<file path="src/rtl/pipe_tx_arbiter.sv">
// Packet-atomic arbiter sharing the PIPE TX datapath between the LTSSM ordered-set
// generator, the data-link packet stream and a periodic SKP ordered-set scheduler.
module pipe_tx_arbiter #(
  parameter int unsigned DATA_W       = 32,
  parameter int unsigned SKP_INTERVAL = 1180,
  parameter int unsigned SKP_LEN      = 4
) (
  input  logic                pclk,
  input  logic                reset_n,
  input  logic [2:0]          generation,
  input  logic                os_req,
  input  logic [DATA_W-1:0]   os_data,
  input  logic [DATA_W/8-1:0] os_k,
  input  logic                os_last,
  output logic                os_ready,
  input  logic                dl_valid,
  input  logic [DATA_W-1:0]   dl_data,
  input  logic [DATA_W/8-1:0] dl_k,
  input  logic                dl_last,
  output logic                dl_ready,
  output logic [DATA_W-1:0]   arbDataOut,
  output logic [DATA_W/8-1:0] arbDataK,
  output logic                arbDataValid,
  output logic                skp_active
);

  localparam int unsigned KW = DATA_W / 8;
  localparam logic [15:0] SkpCntMax = 16'(SKP_INTERVAL - 1);
  localparam logic [3:0]  SkpLast   = 4'(SKP_LEN - 1);

  typedef enum logic [1:0] {StIdle, StOs, StDl, StSkp} state_e;

  state_e            state_q, state_d;
  logic [15:0]       skp_cnt_q, skp_cnt_d;
  logic              skp_pending_q, skp_pending_d;
  logic [3:0]        skp_words_q, skp_words_d;
  logic [DATA_W-1:0] data_q, data_d;
  logic [KW-1:0]     k_q, k_d;
  logic              valid_q, valid_d;
  logic              skp_active_q, skp_active_d;

  logic              gen_valid;
  logic              gen_8b10b;
  logic [DATA_W-1:0] skp_word;
  logic [KW-1:0]     skp_k;

  assign gen_valid = (generation >= 3'd1) && (generation <= 3'd5);
  assign gen_8b10b = (generation <= 3'd2);

  // Sampled per word, so a rate change lands on the next SKP word.
  assign skp_word = gen_8b10b ? {KW{8'h1C}} : {KW{8'hAA}};
  assign skp_k    = gen_8b10b ? {KW{1'b1}} : {KW{1'b0}};

  assign os_ready     = gen_valid && (state_q == StOs);
  assign dl_ready     = gen_valid && (state_q == StDl);
  assign arbDataOut   = data_q;
  assign arbDataK     = k_q;
  assign arbDataValid = valid_q;
  assign skp_active   = skp_active_q;

  always_comb begin
    state_d       = state_q;
    skp_cnt_d     = skp_cnt_q;
    skp_pending_d = skp_pending_q;
    skp_words_d   = '0;
    data_d        = data_q;
    k_d           = k_q;
    valid_d       = 1'b0;
    skp_active_d  = 1'b0;

    if (!gen_valid) begin
      state_d       = StIdle;
      skp_cnt_d     = '0;
      skp_pending_d = 1'b0;
    end else begin
      unique case (state_q)
        StIdle: begin
          if (skp_pending_q) begin
            state_d = StSkp;
          end else if (os_req) begin
            state_d = StOs;
          end else if (dl_valid) begin
            state_d = StDl;
          end
        end
        StOs: begin
          if (os_req) begin
            data_d  = os_data;
            k_d     = os_k;
            valid_d = 1'b1;
            if (os_last) state_d = StIdle;
          end
        end
        StDl: begin
          if (dl_valid) begin
            data_d  = dl_data;
            k_d     = dl_k;
            valid_d = 1'b1;
            if (dl_last) state_d = StIdle;
          end
        end
        StSkp: begin
          data_d       = skp_word;
          k_d          = skp_k;
          valid_d      = 1'b1;
          skp_active_d = 1'b1;
          if (skp_words_q == SkpLast) begin
            state_d = StIdle;
          end else begin
            skp_words_d = skp_words_q + 4'd1;
          end
        end
        default: state_d = StIdle;
      endcase

      // Scheduler restarts on SKP entry and is frozen while SKP words go out.
      if ((state_q == StIdle) && (state_d == StSkp)) begin
        skp_cnt_d     = '0;
        skp_pending_d = 1'b0;
      end else if (state_q != StSkp) begin
        if (skp_cnt_q != SkpCntMax) skp_cnt_d = skp_cnt_q + 16'd1;
        if (skp_cnt_d == SkpCntMax) skp_pending_d = 1'b1;
      end
    end
  end

  always_ff @(posedge pclk) begin
    if (!reset_n) begin
      state_q       <= StIdle;
      skp_cnt_q     <= '0;
      skp_pending_q <= 1'b0;
      skp_words_q   <= '0;
      data_q        <= '0;
      k_q           <= '0;
      valid_q       <= 1'b0;
      skp_active_q  <= 1'b0;
    end else begin
      state_q       <= state_d;
      skp_cnt_q     <= skp_cnt_d;
      skp_pending_q <= skp_pending_d;
      skp_words_q   <= skp_words_d;
      data_q        <= data_d;
      k_q           <= k_d;
      valid_q       <= valid_d;
      skp_active_q  <= skp_active_d;
    end
  end

endmodule

</file>
<file path="config.mk">
export PLATFORM = sky130hd
export DESIGN_NAME = pipe_tx_arbiter
export DESIGN_NICKNAME = d
export VERILOG_FILES = /design/src/rtl/pipe_tx_arbiter.sv
export SDC_FILE = /design/constraint.sdc
export NUM_CORES = 1
export LEC_CHECK = 0
export ABC_AREA = 1
export BUFFER_PORTS_ARGS = -buffer_cell sky130_fd_sc_hd__buf_2
export CORE_UTILIZATION = 30
export DETAILED_ROUTE_END_ITERATION = 10
export PLACE_DENSITY = 0.65
export SYNTH_ARGS = -nofsm -noshare
export SYNTH_HDL_FRONTEND = slang
export SYNTH_SLANG_ARGS = --single-unit
</file>
<file path="constraint.sdc">
create_clock -name pclk -period 2.4 [get_ports pclk]
set_input_delay 0.36 -clock pclk [delete_from_list [all_inputs] [get_ports pclk]]
set_output_delay 0.36 -clock pclk [all_outputs]
set_load 0.05 [all_outputs]
</file>
==> impl_metrics.ini <==
[layout]
drive_above_1_share_pct = 29.38
area_growth_pct = 27.57
diodes = 0
final_util_pct = 39.43
fin_nets = 644

[synthesis]
yosysUniqueCellTypes = 37
synth_cells = 452
syn_avg_cell_area_um2 = 7.028
ys_seq_area_share_pct = 38.44
synth.cell_area_um2 = 3177
syn_nets = 535
synth-seq-cells = 61
ys_warn_count = 0

[placed_design]
place.gp.congestion = 0.9455
hpwl_um = 7011
io_buffers = 120

[floorplanning]
io_pins = 121
design.die.area_um2 = 11010
initial_utilization_pct = 30.91
die_width_um = 104.9
core_area_um2 = 10280
rows = 37
die_height_um = 104.9

[power_and_ir_drop]
ir_drop_v = 0.0003211
powerDensity_nw_per_um2 = 610.0
cellLeakagePower_uw = 0.001834

[routing]
ant_nets = 0
wl_um = 9579
firstDrtPassIters = 4
via_per_inst = 5.004
drc_errors = 0
vias = 3508
drtIter0Drc = 342
wl_per_cell_um = 13.66

[setup_path]
cp_max_fo = 10
cpPeakStageDelay_ns = 0.57
cp.buffers_inverters = 3
end_kind = output pin
crit_arrival_ns = 1.65
cp-start-kind = register
path_delay_family = flip-flops
critPathKind = register to output pin
worstSetupPathDepth = 5
cp.required_ns = 2.04
cp_cell_sequence = inv_2 -> nor2_2 -> inv_1 -> nor2_1 -> buf_2
crit_slowest_cell = dfxtp_1
reg2regPathDepth = 7

[clocking]
path_clk_slew_ns = 0.06
postCtsSetupBuffers = 0
h-tree-depth = 3
cts_buffers = 9
cts_tree = done
clk_path_buf_depth = 2
hold_buffers = 0
cts.sinks = 61
root_buffer = clkbuf_8
cts.repair.resized = 0
clkLatencyLatePin_ns = 0.34

[sta]
fmax_mhz = 496.6
worst_pin_slew_ns = 0.5211
period_needed_ns = 2.014
period_share_pct = 83.91
rsz0062_at_grt = false
hold_violations = 0
maxSlewHeadroom_pct = 65.18
finalSetupTns_ns = 0
finClkSkew_ns = 0.009004
slew_viol_final = 0
finalSetupViolations = 0

[grt]
overflow = 0
grt_start_max_net_pins = 57
grt.total_usage_pct = 17.90
grt_pass1_vias = 3296
grt_first_pass_wirelength_um = 15960
grt_antenna_before_repair = 0

[status]
status = complete, no violations

[run]
cap_violations = 0

[hold_path]
hold_path.class = primary input to register
worstHoldPathCells = 3
layer usage:
layer  routed length [µm]  part of all wire, %  GRT usage (%)
met3                  591                  6.2          3.868
met4                  199                  2.1          7.143
met1                 4420                   46          24.11
met2                 4367                   46          27.72
met5                    0                    0              0
worst reg2reg max path, stage by stage, from the launching register on:
cell and delay (ns):
dfxtp_1 0.57, inv_2 0.13, a21oi_2 0.22, nand2_2 0.22
inv_2 0.14, buf_12 0.24, o21ai_0 0.14, a41oi_1 0.18
final cells by class:
type,count,area (µm²)
Fill cell,1087,6225
Sequential cell,61,1221
Clock inverter,4,47.55
Tap cell,136,170.2
Clock buffer,11,151.4
Inverter,34,128.9
Multi-Input combinational cell,330,1683
Timing Repair Buffer,125,650.6
path summary, 6_finish.rpt:
| check | startpoint | endpoint | slack [ns] |
|---|---|---|---|
| min reg2reg | skp_words_q[0] | skp_words_q[0] | 0.45 |
| max reg2reg | state_q[1] | arbDataOut[17] | 0.50 |
| min | os_data[16] | arbDataOut[16] | 0.28 |
| max | state_q[1] | dl_ready | 0.39 |
cells by family after synthesis:
group | share of synthesized area, %
AOI/OAI and AO/OA | 21.66
buffers and inverters | 8.585
xor gates and xnor gates | 1.654
and+or+nand+nor | 28.87
adders and majority gates | 0.7876
DFF | 38.44
Yosys cell counts, drive strengths merged:
| cell type | instances | share of area [%] |
|---|---|---|
| nand2 | 115 | 14 |
| nor2 | 64 | 8.4 |
| dfxtp | 61 | 38 |
| o21ai | 47 | 7.4 |
| inv | 32 | 3.8 |
| nand3 | 27 | 4.4 |
| a41oi | 24 | 6.6 |
| a21oi | 17 | 2.8 |
| buf | 16 | 3.2 |
| clkbuf | 11 | 1.3 |
| a221oi | 8 | 2.2 |
| a211oi | 5 | 1.2 |
| o22ai | 4 | 0.79 |
| xor2 | 4 | 1.1 |
| or2 | 3 | 0.59 |
| clkinv | 2 | 0.28 |
| ha | 2 | 0.79 |
| nand4 | 2 | 0.39 |
| xnor2 | 2 | 0.55 |
| a31oi | 1 | 0.20 |
| and2 | 1 | 0.20 |
| nor3 | 1 | 0.16 |
| nor3b | 1 | 0.24 |
| o21a | 1 | 0.24 |
| o21bai | 1 | 0.24 |
where the power goes:
| group | switching, µW | internal, µW | total [µW] |
|---|---|---|---|
| logic | 309 | 142 | 451 |
| clock network | 404 | 527 | 931 |
| registers | 32.0 | 1060 | 1090 |
| total | 745 | 1730 | 2470 |
cells in the final DEF (no fill, tap or decap), types with 4 or more instances in the layout:
cell type	Yosys	layout
a211oi_1	5	5
a21oi_1	16	16
a221oi_1	8	8
a41oi_1	24	24
buf_2	9	120
buf_4	6	4
clkbuf_8	0	11
dfxtp_1	61	61
inv_1	28	28
inv_2	4	4
nand2_1	106	106
nand2_2	8	8
nand3_1	26	26
nor2_1	57	57
nor2_2	5	5
o21ai_0	28	28
o21ai_1	19	19
o22ai_1	4	4
xor2_1	4	4
sequential cells by signal, indices dropped and copies added, names as in the netlist:
signal,flops
skp_active,1
arbDataOut,32
arbDataK,4
skp_pending_q,1
state_q,2
skp_cnt_q,16
arbDataValid,1
skp_words_q,4
through the flow:
stage	worst slack (ns)	cells	power, µW	cell area (µm²)	hold slack (ns)
floorplan	0.4770	452	1413	3177	0.4176
global placement	0.5922	686	1556	3854	0.4302
detailed placement	0.5405	686	1562	3854	0.4407
CTS	0.3807	701	2498	4053	0.2662
global route	0.2441	701	2589	4053	0.2811
finish	0.3861	701	2472	4053	0.2773
Note: power is estimated with default switching activity, not from simulation.
